### config.mk
export PLATFORM = sky130hd
export DESIGN_NAME = pc_sequencer
export DESIGN_NICKNAME = d
export VERILOG_FILES = /design/src/rtl/pc_sequencer.sv
export SDC_FILE = /design/constraint.sdc
export NUM_CORES = 1
export LEC_CHECK = 0
export BUFFER_PORTS_ARGS = -buffer_cell sky130_fd_sc_hd__buf_2
export CORE_MARGIN = 2
export CORE_UTILIZATION = 45
export CTS_CLUSTER_SIZE = 12
export DETAILED_ROUTE_END_ITERATION = 16
export GPL_TIMING_DRIVEN = 0
export PLACE_DENSITY = 0.73
export SLEW_MARGIN = 0
export SYNTH_ARGS = -nofsm -noshare
export SYNTH_HDL_FRONTEND = slang
export SYNTH_SLANG_ARGS = --single-unit
### constraint.sdc
create_clock -name Clock -period 3.8 [get_ports Clock]
set_input_delay 0.38 -clock Clock [delete_from_list [all_inputs] [get_ports Clock]]
set_output_delay 0.38 -clock Clock [all_outputs]
set_load 0.05 [all_outputs]
### src/rtl/pc_sequencer.sv
// Fetch/execute sequencer for the ProgramCounter, with a small CALL/RET return-address stack.
// Latency: control is issued the cycle after the handshake. InstrReady is high only in FETCH.
// Backpressure: InstrValid is ignored outside FETCH.
module pc_sequencer #(
    parameter int PC_WIDTH     = 16,
    parameter int OFFSET_WIDTH = 9,
    parameter int STACK_DEPTH  = 4
) (
    input  logic                    Clock,
    input  logic                    Reset,
    input  logic [PC_WIDTH-1:0]     CounterValue,
    input  logic                    InstrValid,
    output logic                    InstrReady,
    input  logic [2:0]              Opcode,
    input  logic [PC_WIDTH-1:0]     Target,
    input  logic [OFFSET_WIDTH-1:0] BranchOffset,
    input  logic                    ZeroFlag,
    input  logic                    Resume,
    output logic [PC_WIDTH-1:0]     PCLoadValue,
    output logic                    PCLoadEnable,
    output logic [OFFSET_WIDTH-1:0] PCOffset,
    output logic                    PCOffsetEnable,
    output logic                    Halted,
    output logic                    StackFault
);
    localparam int SPW = $clog2(STACK_DEPTH);
    localparam logic [SPW:0] SP_FULL = (SPW+1)'(STACK_DEPTH);
    localparam logic [SPW:0] SP_ONE  = (SPW+1)'(1);
    localparam logic [PC_WIDTH-1:0] PC_ONE = PC_WIDTH'(1);

    localparam logic [2:0] OP_NOP  = 3'd0;
    localparam logic [2:0] OP_JMP  = 3'd1;
    localparam logic [2:0] OP_BR   = 3'd2;
    localparam logic [2:0] OP_BRZ  = 3'd3;
    localparam logic [2:0] OP_CALL = 3'd4;
    localparam logic [2:0] OP_RET  = 3'd5;
    localparam logic [2:0] OP_HALT = 3'd6;

    typedef enum logic [1:0] {ST_FETCH, ST_EXEC, ST_HALT} state_t;

    state_t                  state_q, state_d;
    logic [2:0]              opc_q, opc_d;
    logic [PC_WIDTH-1:0]     tgt_q, tgt_d;
    logic [OFFSET_WIDTH-1:0] off_q, off_d;
    logic [SPW:0]            sp_q, sp_d;
    logic                    fault_q, fault_d;
    logic [PC_WIDTH-1:0]     stack_q [STACK_DEPTH];
    logic [PC_WIDTH-1:0]     stack_d [STACK_DEPTH];

    logic                    ready;
    logic                    load_en;
    logic [PC_WIDTH-1:0]     load_val;
    logic                    off_en;
    logic [OFFSET_WIDTH-1:0] off_val;
    logic [SPW:0]            sp_dec;

    assign sp_dec = sp_q - SP_ONE;

    always_comb begin
        state_d  = state_q;
        opc_d    = opc_q;
        tgt_d    = tgt_q;
        off_d    = off_q;
        sp_d     = sp_q;
        fault_d  = fault_q;
        stack_d  = stack_q;
        ready    = 1'b0;
        load_en  = 1'b0;
        load_val = '0;
        off_en   = 1'b1;
        off_val  = '0;
        case (state_q)
            ST_FETCH: begin
                ready = 1'b1;
                if (InstrValid) begin
                    opc_d   = Opcode;
                    tgt_d   = Target;
                    off_d   = BranchOffset;
                    state_d = ST_EXEC;
                end
            end
            ST_EXEC: begin
                state_d = ST_FETCH;
                off_en  = 1'b0;
                case (opc_q)
                    OP_JMP: begin
                        load_en  = 1'b1;
                        load_val = tgt_q;
                    end
                    OP_BR: begin
                        off_en  = 1'b1;
                        off_val = off_q;
                    end
                    OP_BRZ: begin
                        if (ZeroFlag) begin
                            off_en  = 1'b1;
                            off_val = off_q;
                        end
                    end
                    OP_CALL: begin
                        if (sp_q == SP_FULL) begin
                            off_en  = 1'b1;
                            fault_d = 1'b1;
                            state_d = ST_HALT;
                        end else begin
                            stack_d[sp_q[SPW-1:0]] = CounterValue + PC_ONE;
                            sp_d     = sp_q + SP_ONE;
                            load_en  = 1'b1;
                            load_val = tgt_q;
                        end
                    end
                    OP_RET: begin
                        if (sp_q == '0) begin
                            off_en  = 1'b1;
                            fault_d = 1'b1;
                            state_d = ST_HALT;
                        end else begin
                            sp_d     = sp_dec;
                            load_en  = 1'b1;
                            load_val = stack_q[sp_dec[SPW-1:0]];
                        end
                    end
                    OP_HALT: begin
                        off_en  = 1'b1;
                        state_d = ST_HALT;
                    end
                    default: ;
                endcase
            end
            ST_HALT: begin
                if (Resume) begin
                    off_en  = 1'b0;
                    state_d = ST_FETCH;
                end
            end
            default: state_d = ST_FETCH;
        endcase
    end

    always_ff @(posedge Clock or negedge Reset) begin
        if (!Reset) begin
            state_q <= ST_FETCH;
            opc_q   <= OP_NOP;
            tgt_q   <= '0;
            off_q   <= '0;
            sp_q    <= '0;
            fault_q <= 1'b0;
            for (int i = 0; i < STACK_DEPTH; i++) stack_q[i] <= '0;
        end else begin
            state_q <= state_d;
            opc_q   <= opc_d;
            tgt_q   <= tgt_d;
            off_q   <= off_d;
            sp_q    <= sp_d;
            fault_q <= fault_d;
            stack_q <= stack_d;
        end
    end

    // Reset forces a PC hold on the outputs regardless of the registered state.
    assign InstrReady     = Reset & ready;
    assign PCLoadEnable   = Reset & load_en;
    assign PCLoadValue    = Reset ? load_val : '0;
    assign PCOffsetEnable = ~Reset | off_en;
    assign PCOffset       = Reset ? off_val : '0;
    assign Halted         = Reset & (state_q == ST_HALT);
    assign StackFault     = fault_q;
endmodule

* After elaboration in Yosys (flattened, before gate mapping)
Index checks and enable logic that the tools add are counted.
** Storage, ports and cells
- Register bits :: 98
- Logic and storage cells :: 87
- Latch bits :: 0
- Memories kept :: 0
- Input bits :: 49
- Memory bits (read-only) :: 0
- Bits in writable memories :: 0
** Cells by class
- Divide/modulo/power cells :: 0
- Shifts and indexed selects :: 0
- Add/subtract/negate cells :: 3
- Reductions and logical operators :: 10
- Muxes and demuxes :: 38
- Multiply operators :: 0
- $lt $le $gt $ge :: 3
- Bitwise operators :: 8
- Equality and inequality tests :: 15
** Operators by type and width (number)
- 16-bit two-way mux :: 7
- 64-bit bitwise mux :: 1
- 16-bit case mux with 3 select lines :: 1
- 16-bit binary-select mux with 2-bit select :: 1
- 16-bit demux with 2-bit select :: 1
- 9-bit two-way mux :: 3
- 9-bit case mux with 2 select lines :: 1
- 16-bit by 1-bit adder with 16-bit output (second input constant) :: 1
- 3-bit equality test (second input constant) :: 4
- 2-bit != test (second input constant) :: 6
- 2-bit case mux with 3 select lines :: 2
- 1-bit two-way mux :: 10
- 2-bit two-way mux :: 4
- 4-bit AND reduction :: 2
- 3-bit by 2-bit equality test with 1-bit output (second input constant) :: 2
- 3-bit greater-or-equal comparator (second input constant) :: 2
- 3-bit two-way mux :: 2
- 2-bit NOT with 3-bit output :: 2
- 3-bit case mux with 2 select lines :: 1
- 1-bit case mux with 2 select lines :: 2
- 1-bit case mux with 4 select lines :: 1
- 2-bit AND reduction :: 2
- 3-bit by 1-bit adder with 3-bit output (second input constant) :: 1
- 1-bit bitwise AND :: 3
- other kinds (14) :: 15

* Depth between registers and ports, before layout
Gate-level depths: netlist of the first run.
- Depth after elaboration :: 9
- Mapped depth :: 9
- Gate-level depth less buffers :: 6

* Worst setup path after synthesis of the first run
OpenSTA, ideal clock, no wires.
- Path type :: reg2out
- Start :: register sp_q[0]
- End :: output port PCLoadEnable
- Arrival :: 2752 ps
- Slack :: 668 ps
- Path buffers :: 2
- Required time :: 3420 ps
- Stages on the path, launching flop included :: 9
- Cell sequence :: dfrtp_1 > buf_4 > buf_2 > inv_1 > ha_1 > nor2b_1 > nand2_1 > nand2_1 > a211oi_1
** Between the ends
- Longest elaborated chain between the ends :: 5
- Elaborated cells on any way between the ends :: 7
- Classes of those cells :: 1 x eq/ne; 4 x mux; 1 x bitwise; 1 x reduce/logical
** RTL lines
- start, declared :: RTL line 45 : logic [SPW:0] sp_q, sp_d;
- start signal, assigned :: RTL line 154 : sp_q <= sp_d;
- 3-bit equality test / 3-bit logical NOT (equally long branches) :: RTL line 101, 113
- 1-bit two-way mux, on equally long branches :: RTL line 101, 113
- 1-bit case mux with 3 select lines * :: RTL line 85 : case (opc_q)
- 1-bit two-way mux * :: RTL line 72 : case (state_q)
- 1-bit bitwise AND * :: RTL line 162 : assign PCLoadEnable = Reset & load_en;
- end, declared :: RTL line 20 : output logic PCLoadEnable,
Every way passes the cells marked *; elsewhere a longest branch is shown, timed or not.

* Worst setup path after layout of the first run
- Start :: input port Reset
- End :: output port PCLoadValue[13]
** Between the ends
- Longest elaborated chain between the ends :: 1
** RTL lines
- start, declared :: RTL line 10 : input logic Reset,
- 16-bit two-way mux :: RTL line 163 : assign PCLoadValue = Reset ? load_val : '0;
- end, declared :: RTL line 19 : output logic [PC_WIDTH-1:0] PCLoadValue,
No other way between the ends.

==> results of run 1 <==
flip-flops by register name, indices dropped and copies added, names as in the netlist:
| signal | flops |
|---|---|
| stack_q | 64 |
| tgt_q | 16 |
| off_q | 9 |
| opc_q | 3 |
| sp_q | 3 |
| state_q | 2 |
| StackFault | 1 |
cells in the mapped netlist, types with 2 or more instances:
cell type / number
a21oi_1: 4
a22o_1: 16
and2_1: 11
and4b_1: 2
buf_2: 14
buf_4: 5
clkbuf_1: 5
dfrtp_1: 98
ha_1: 9
inv_1: 7
mux2_2: 33
mux4_2: 16
nand2_1: 76
nand2b_1: 2
nand3_1: 8
nand3b_1: 3
nand4_1: 2
nor2_1: 4
nor2b_1: 2
nor3_1: 3
nor4_2: 5
o21ai_0: 43
o21ai_1: 20
xnor2_1: 15
xor2_1: 3
area by class of cell:
class | count | area share (%)
flip-flops and latches | 98 | 44.1
well taps | 136 | 3.06
multi-input cells | 288 | 39.1
plain buffers | 23 | 2.25
inverters | 7 | 0.473
clock buffers | 9 | 2.23
clock inverters | 7 | 1.01
repair buffers | 80 | 7.75
critical path: stages:
cell and delay [ns]:
dlygate4sd3_1 0.53, buf_4 0.44, buf_16 0.34, nand2_1 0.23, nor3_2 0.51, buf_4 0.26, a22o_1 0.15, buf_2 0.26
kinds of logic (layout without fill, tap and decap cells):
group,count (synthesis),count (layout),synth area share (%)
simple gates,123,123,13.3
flops,98,98,51.4
compound gates,89,89,11.1
mux,49,49,15.4
buf+inv,31,126,3.20
xor+xnor,18,18,3.31
fa+ha+maj,9,9,2.36
through the flow:
| step | setup slack, ns | total power [W] | hold slack, ns |
|---|---|---|---|
| floorplan | 0.668 | 0.00322 | 0.0844 |
| CTS | 0.0818 | 0.00436 | 0.230 |
| global placement | -0.314 | 0.00364 | 0.456 |
| global route | 0.0120 | 0.00467 | 0.222 |
| detailed placement | 0.283 | 0.00374 | 0.390 |
| finish | 0.292 | 0.00435 | 0.240 |
path summary, 6_finish.rpt:
check | slack [ns] | to | from
setup / recovery | 0.29 | PCLoadValue[13] | Reset
hold / removal | 0.24 | off_q[0]$_DFFE_PN0P_ | BranchOffset[0]
setup reg to reg | 1.25 | stack_q[21]$_DFFE_PN0P_ | sp_q[0]$_DFFE_PN0P_
hold reg to reg | 0.49 | StackFault$_DFFE_PN0P_ | StackFault$_DFFE_PN0P_
max in group asynchronous | 2.58 | stack_q[29]$_DFFE_PN0P_ | Reset
min in group asynchronous | 0.52 | state_q[0]$_DFFE_PN0P_ | Reset
power by group:
part	internal [W]	total (W)	switching [W]
sequential	0.00156	0.00184	0.000274
clock	0.000249	0.000636	0.000387
combinational	0.000850	0.00188	0.00103
total	0.00266	0.00435	0.00169
metal layers:
layer / global-route usage (%) / vias to the layer above
li1: - / 1653
met1: 27.9 / 1729
met5: 0 / -
met4: 6.31 / 0
met2: 32.8 / 145
met3: 3.65 / 6
what timing repair did:
item                                    4_1_cts  5_1_grt
pin swaps                                     0        0
hold buffers                                  1        0
endpoints found under the setup margin        9       10
endpoints found under the hold margin        13        0
resized for setup                             0        2
==> results.cfg, run 1 <==
[sta]
fmax_mhz = 285
tns_ns = 0
maxSlewHeadroom_pct = 59.2
hold_viol_final = 0
worst_slew_pin_slew_ns = 0.610
fin_skew_ns = 0.0159
finalSetupViolCount = 0
timing.final.crit_period_ns = 3.51
rsz0062_at_grt = false
final.period_utilization_pct = 92.3
final-max-slew-violation-count = 0

[cells_and_area]
stdcell_area_sq_mm = 0.00556
final_cell_mix = dfrtp_1 (98), buf_2 (90), nand2_1 (76)
diodes = 0
postLayoutCoreUtil_pct = 53.8
stdcell_count = 648
fill_cells = 902
final_net_count = 565
multi_input_area_sq_mm = 0.00217
drive_gt1_share_pct = 34.2
syn_to_final_growth_pct = 16.5
final_common_cell = dfrtp_1
regArea_sq_mm = 0.00245

[clock_tree]
cts_tree = done
post-cts-setup-buffers = 0
clock_sinks = 98
root_buffer = clkbuf_8
cts.clk_slew.worst_paths_ns = 0.10
cts_buffer_depth = 2
worstSkewPairLatency_ns = 0.36
numCtsBuffers = 9
h-tree-depth = 3

[grt]
grt_max_degree = 65
overflow = 0
grt_pass1_wl_um = 18000
grt_pass1_vias = 3689
antenna_found_initial = 0
grt.total_usage_pct = 20.2

[placed_design]
hpwl_um = 8050
place_area_sq_mm = 0.00536
place_congestion = 0.774
dp.cells = 632
io_buffer_count = 78

[logic_synthesis]
syn_nets = 475
synth_area_leaders = dfrtp_1 (51%), mux2_2 (7.8%), mux4_2 (7.6%), nand2_1 (6.0%), o21ai_0 (4.5%)
synth_edf_count = 0
async_flop_share_pct = 100
ys_warn_count = 0
yosysTopAreaCellShare_pct = 51.4
netlist_area_sq_mm = 0.00477
yosys.area.top_type = dfrtp_1
synthCells = 417
ys_ff_latch = 98
yosysUniqueCellTypes = 36
synth_flop_cell = dfrtp_1
avgSynthCellArea_sq_um = 11.4
yosysSeqAreaShare_pct = 51.4

[pwr]
leakagePower_nw = 2.55
ir_worst_vdd_mv = 0.320
power.density_mw_per_mm2 = 783

[worst_setup_path]
critical_path_arrival_ns = 3.13
worstSetupPathType = in2out
start_kind = input pin
ff2ff_path_depth = 8
critPathRequiredTime_ns = 3.42
critical_path.max_fanout = 64
setup.worst_path.end_class = output port

[die]
die_w_um = 107
start_util_pct = 46.2
core_area_sq_mm = 0.0103
dieHeight_um = 107
num_rows = 37
dieArea_sq_mm = 0.0114
pin_count = 79

[route]
routed_via_density = 5.45
met3_length_um = 925
highest_layer = met4
ant_nets = 0
wirelength_um = 11000
wl_met2_um = 5180
vias = 3533
routedWlPerCell_um = 16.9
met1_length_um = 4790
drt_first_pass_iters = 4
drc = 0
drtIter0Drc = 248

[run_status]
status = finished clean

[min_path]
hp-class = in2reg
hold_depth = 2

[flow_run]
drv_cap = 0
Power figures use the tool's default switching activity.
==> run 2, diff against run 1 <==
--- a/config.mk
+++ b/config.mk
@@ -12,6 +12,7 @@
 export DETAILED_ROUTE_END_ITERATION = 16
 export GPL_TIMING_DRIVEN = 0
 export PLACE_DENSITY = 0.73
+export REMOVE_ABC_BUFFERS = 1
 export SLEW_MARGIN = 0
 export SYNTH_ARGS = -nofsm -noshare
 export SYNTH_HDL_FRONTEND = slang
==> run 2 against run 1 <==
Against the previous run: global-route usage shrank 1.4 points; die area unchanged; design area shrank 0.99%; count of clock-buffer cells in the layout increased by 2; fmax down 0.27%; setup slack got worse by 0.0095 ns; utilization fell by 0.53 points; clock power increased by 8.2%; wire length decreased by 6.8%; via count decreased by 4.4%; final cell count fell by 3.4%; combinational power is 9.6% lower; critical path type is now reg2out.
==> results.cfg, run 2 (synthesized netlist as in run 1, its figures left out) <==
[run_status]
status = finished clean

[pwr]
switching_power_w = 0.00159
seq_power_share_pct = 44.5
p_sw_share_pct = 37.0
power.density_mw_per_mm2 = 784
p_comb_share_pct = 39.5
leakagePower_nw = 2.50
internal_power_w = 0.00272
ir_worst_vdd_mv = 0.325
clockPowerShare_pct = 16.0

[cells_and_area]
final_cell_mix = dfrtp_1 (97), buf_2 (77), nand2_1 (76)
final_net_count = 544
syn_to_final_growth_pct = 15.4
drive_gt1_share_pct = 32.2
largest_reg_flops = 64
diodes = 0
final_common_cell = dfrtp_1
largestRegisters = stack_q x64, tgt_q x16, off_q x9
fill_cells = 866
top_register = stack_q

[worst_setup_path]
critical_path.max_fanout = 19
critPathRequiredTime_ns = 3.42
critPathMaxStageDelay_ns = 0.90
start_kind = register
crit_chain = inv_1, ha_1, mux4_2, a22o_1, buf_2
critical-path-slowest-cell = ha_1
worstSetupPathType = reg2out
critical_path_arrival_ns = 3.14
setup.worst_path.end_class = output port

[sta]
finalSetupViolCount = 0
timing.final.crit_period_ns = 3.52
worst_slew_pin_slew_ns = 1.30
fmax_mhz = 284
rsz0062_at_grt = false
tns_ns = 0
setup_ws_ns = 0.283
maxSlewHeadroom_pct = 13.1
final-max-slew-violation-count = 0
hold_viol_final = 0
holdWs_ns = 0.240
fin_skew_ns = 0.0146
final.period_utilization_pct = 92.6

[route]
drc = 0
vias = 3378
routed_via_density = 5.40
drt_first_pass_iters = 4
wirelength_um = 10200
routedWlPerCell_um = 16.3
drtIter0Drc = 183
ant_nets = 0

[clock_tree]
cts_buffer_depth = 2
worstSkewPairLatency_ns = 0.36
clock_sinks = 98
cts_tree = done
root_buffer = clkbuf_8
cts.clk_slew.worst_paths_ns = 0.10
h-tree-depth = 3
numCtsBuffers = 9

[grt]
grt_pass1_wl_um = 16900
grt.total_usage_pct = 18.9
grt_max_degree = 68
antenna_found_initial = 0
overflow = 0
grt_pass1_vias = 3359

[die]
core_area_sq_mm = 0.0103
pin_count = 79
start_util_pct = 46.2
die_w_um = 107
dieArea_sq_mm = 0.0114
dieHeight_um = 107
num_rows = 37

[placed_design]
hpwl_um = 6920
dp_worst_setup_slack_ns = -0.433
place_congestion = 0.796
io_buffer_count = 78

[min_path]
hp-class = in2reg

[flow_run]
drv_cap = 0
==> run 2: cell count changes in the layout (fill, tap and decap cells not counted), sizes merged <==
cell	before	now
inv	11	7
clkbuf	14	11
clkinv	3	2
bufinv	0	1
buf	97	81
clkinvlp	0	1
==> run 2: metrics by stage <==
stage	utilization, %	instance area, sq um	instances	power (W)
global route	53.3	5500	626	0.00463
detailed placement	50.7	5230	608	0.00363
global placement	50.4	5200	607	0.00352
floorplan	-	4640	393	0.00316
CTS	53.1	5480	625	0.00434
finish	53.3	5500	626	0.00431
==> run 2: timing repair <==
| item | in CTS | in global routing |
|---|---|---|
| setup endpoints to repair | 16 | 16 |
| pin swaps | 1 | 1 |
| cloned | 0 | 0 |
| buffers inserted | 1 | 1 |
| hold buffers | 1 | 0 |
| hold endpoints to repair | 32 | 0 |
| resized for setup | 3 | 0 |
==> run 2: routing by layer <==
metal,up-vias,GRT usage (%),share of wire (%)
met2,96,31.5,48
li1,1602,-,-
met4,0,3.80,0.76
met5,-,0,0
met1,1673,25.6,45
met3,7,4.13,5.7
==> run 2: final timing paths <==
check                                         from                      end  slack [ns]  cells past startpoint
hold reg to reg            stack_q[40]$_DFFE_PN0P_  stack_q[40]$_DFFE_PN0P_        0.48                      2
setup / recovery               sp_q[0]$_DFFE_PN0P_          PCLoadValue[14]        0.28                      5
min in group asynchronous                    Reset     opc_q[1]$_DFFE_PN0P_        0.51                      2
setup reg to reg               sp_q[0]$_DFFE_PN0P_  stack_q[33]$_DFFE_PN0P_        0.58                      5
hold / removal                           Target[0]     tgt_q[0]$_DFFE_PN0P_        0.24                      2
max in group asynchronous                    Reset  stack_q[53]$_DFFE_PN0P_        2.59                      3
==> run 2: area by class of cell <==
class                      count  area [sq um]  area share, %
clock inverter                 4          51.3          0.933
inverter                       7          26.3          0.478
sequential                    98          2450           44.6
multi-input combinational    288          2180           39.6
clock buffer                  11           151           2.75
tap                          136           170           3.09
timing repair buffer          82           470           8.55
==> run 2: critical path, delay by kind of cell (launching register included) <==
kind	cells	cell delay (ns)
adders and majority gates	1	0.90
AOI/OAI and AO/OA	1	0.24
DFF	1	0.79
buffers and inverters	2	0.42
muxes	1	0.42
==> run 2: power groups by stage <==
stage / Sequential, W / Combinational [W] / Clock (W)
floorplan: 0.00184 / 0.00132 / 0
global placement: 0.00190 / 0.00163 / 0
detailed placement: 0.00194 / 0.00169 / 0
CTS: 0.00192 / 0.00172 / 0.000701
global route: 0.00200 / 0.00187 / 0.000751
finish: 0.00192 / 0.00170 / 0.000688
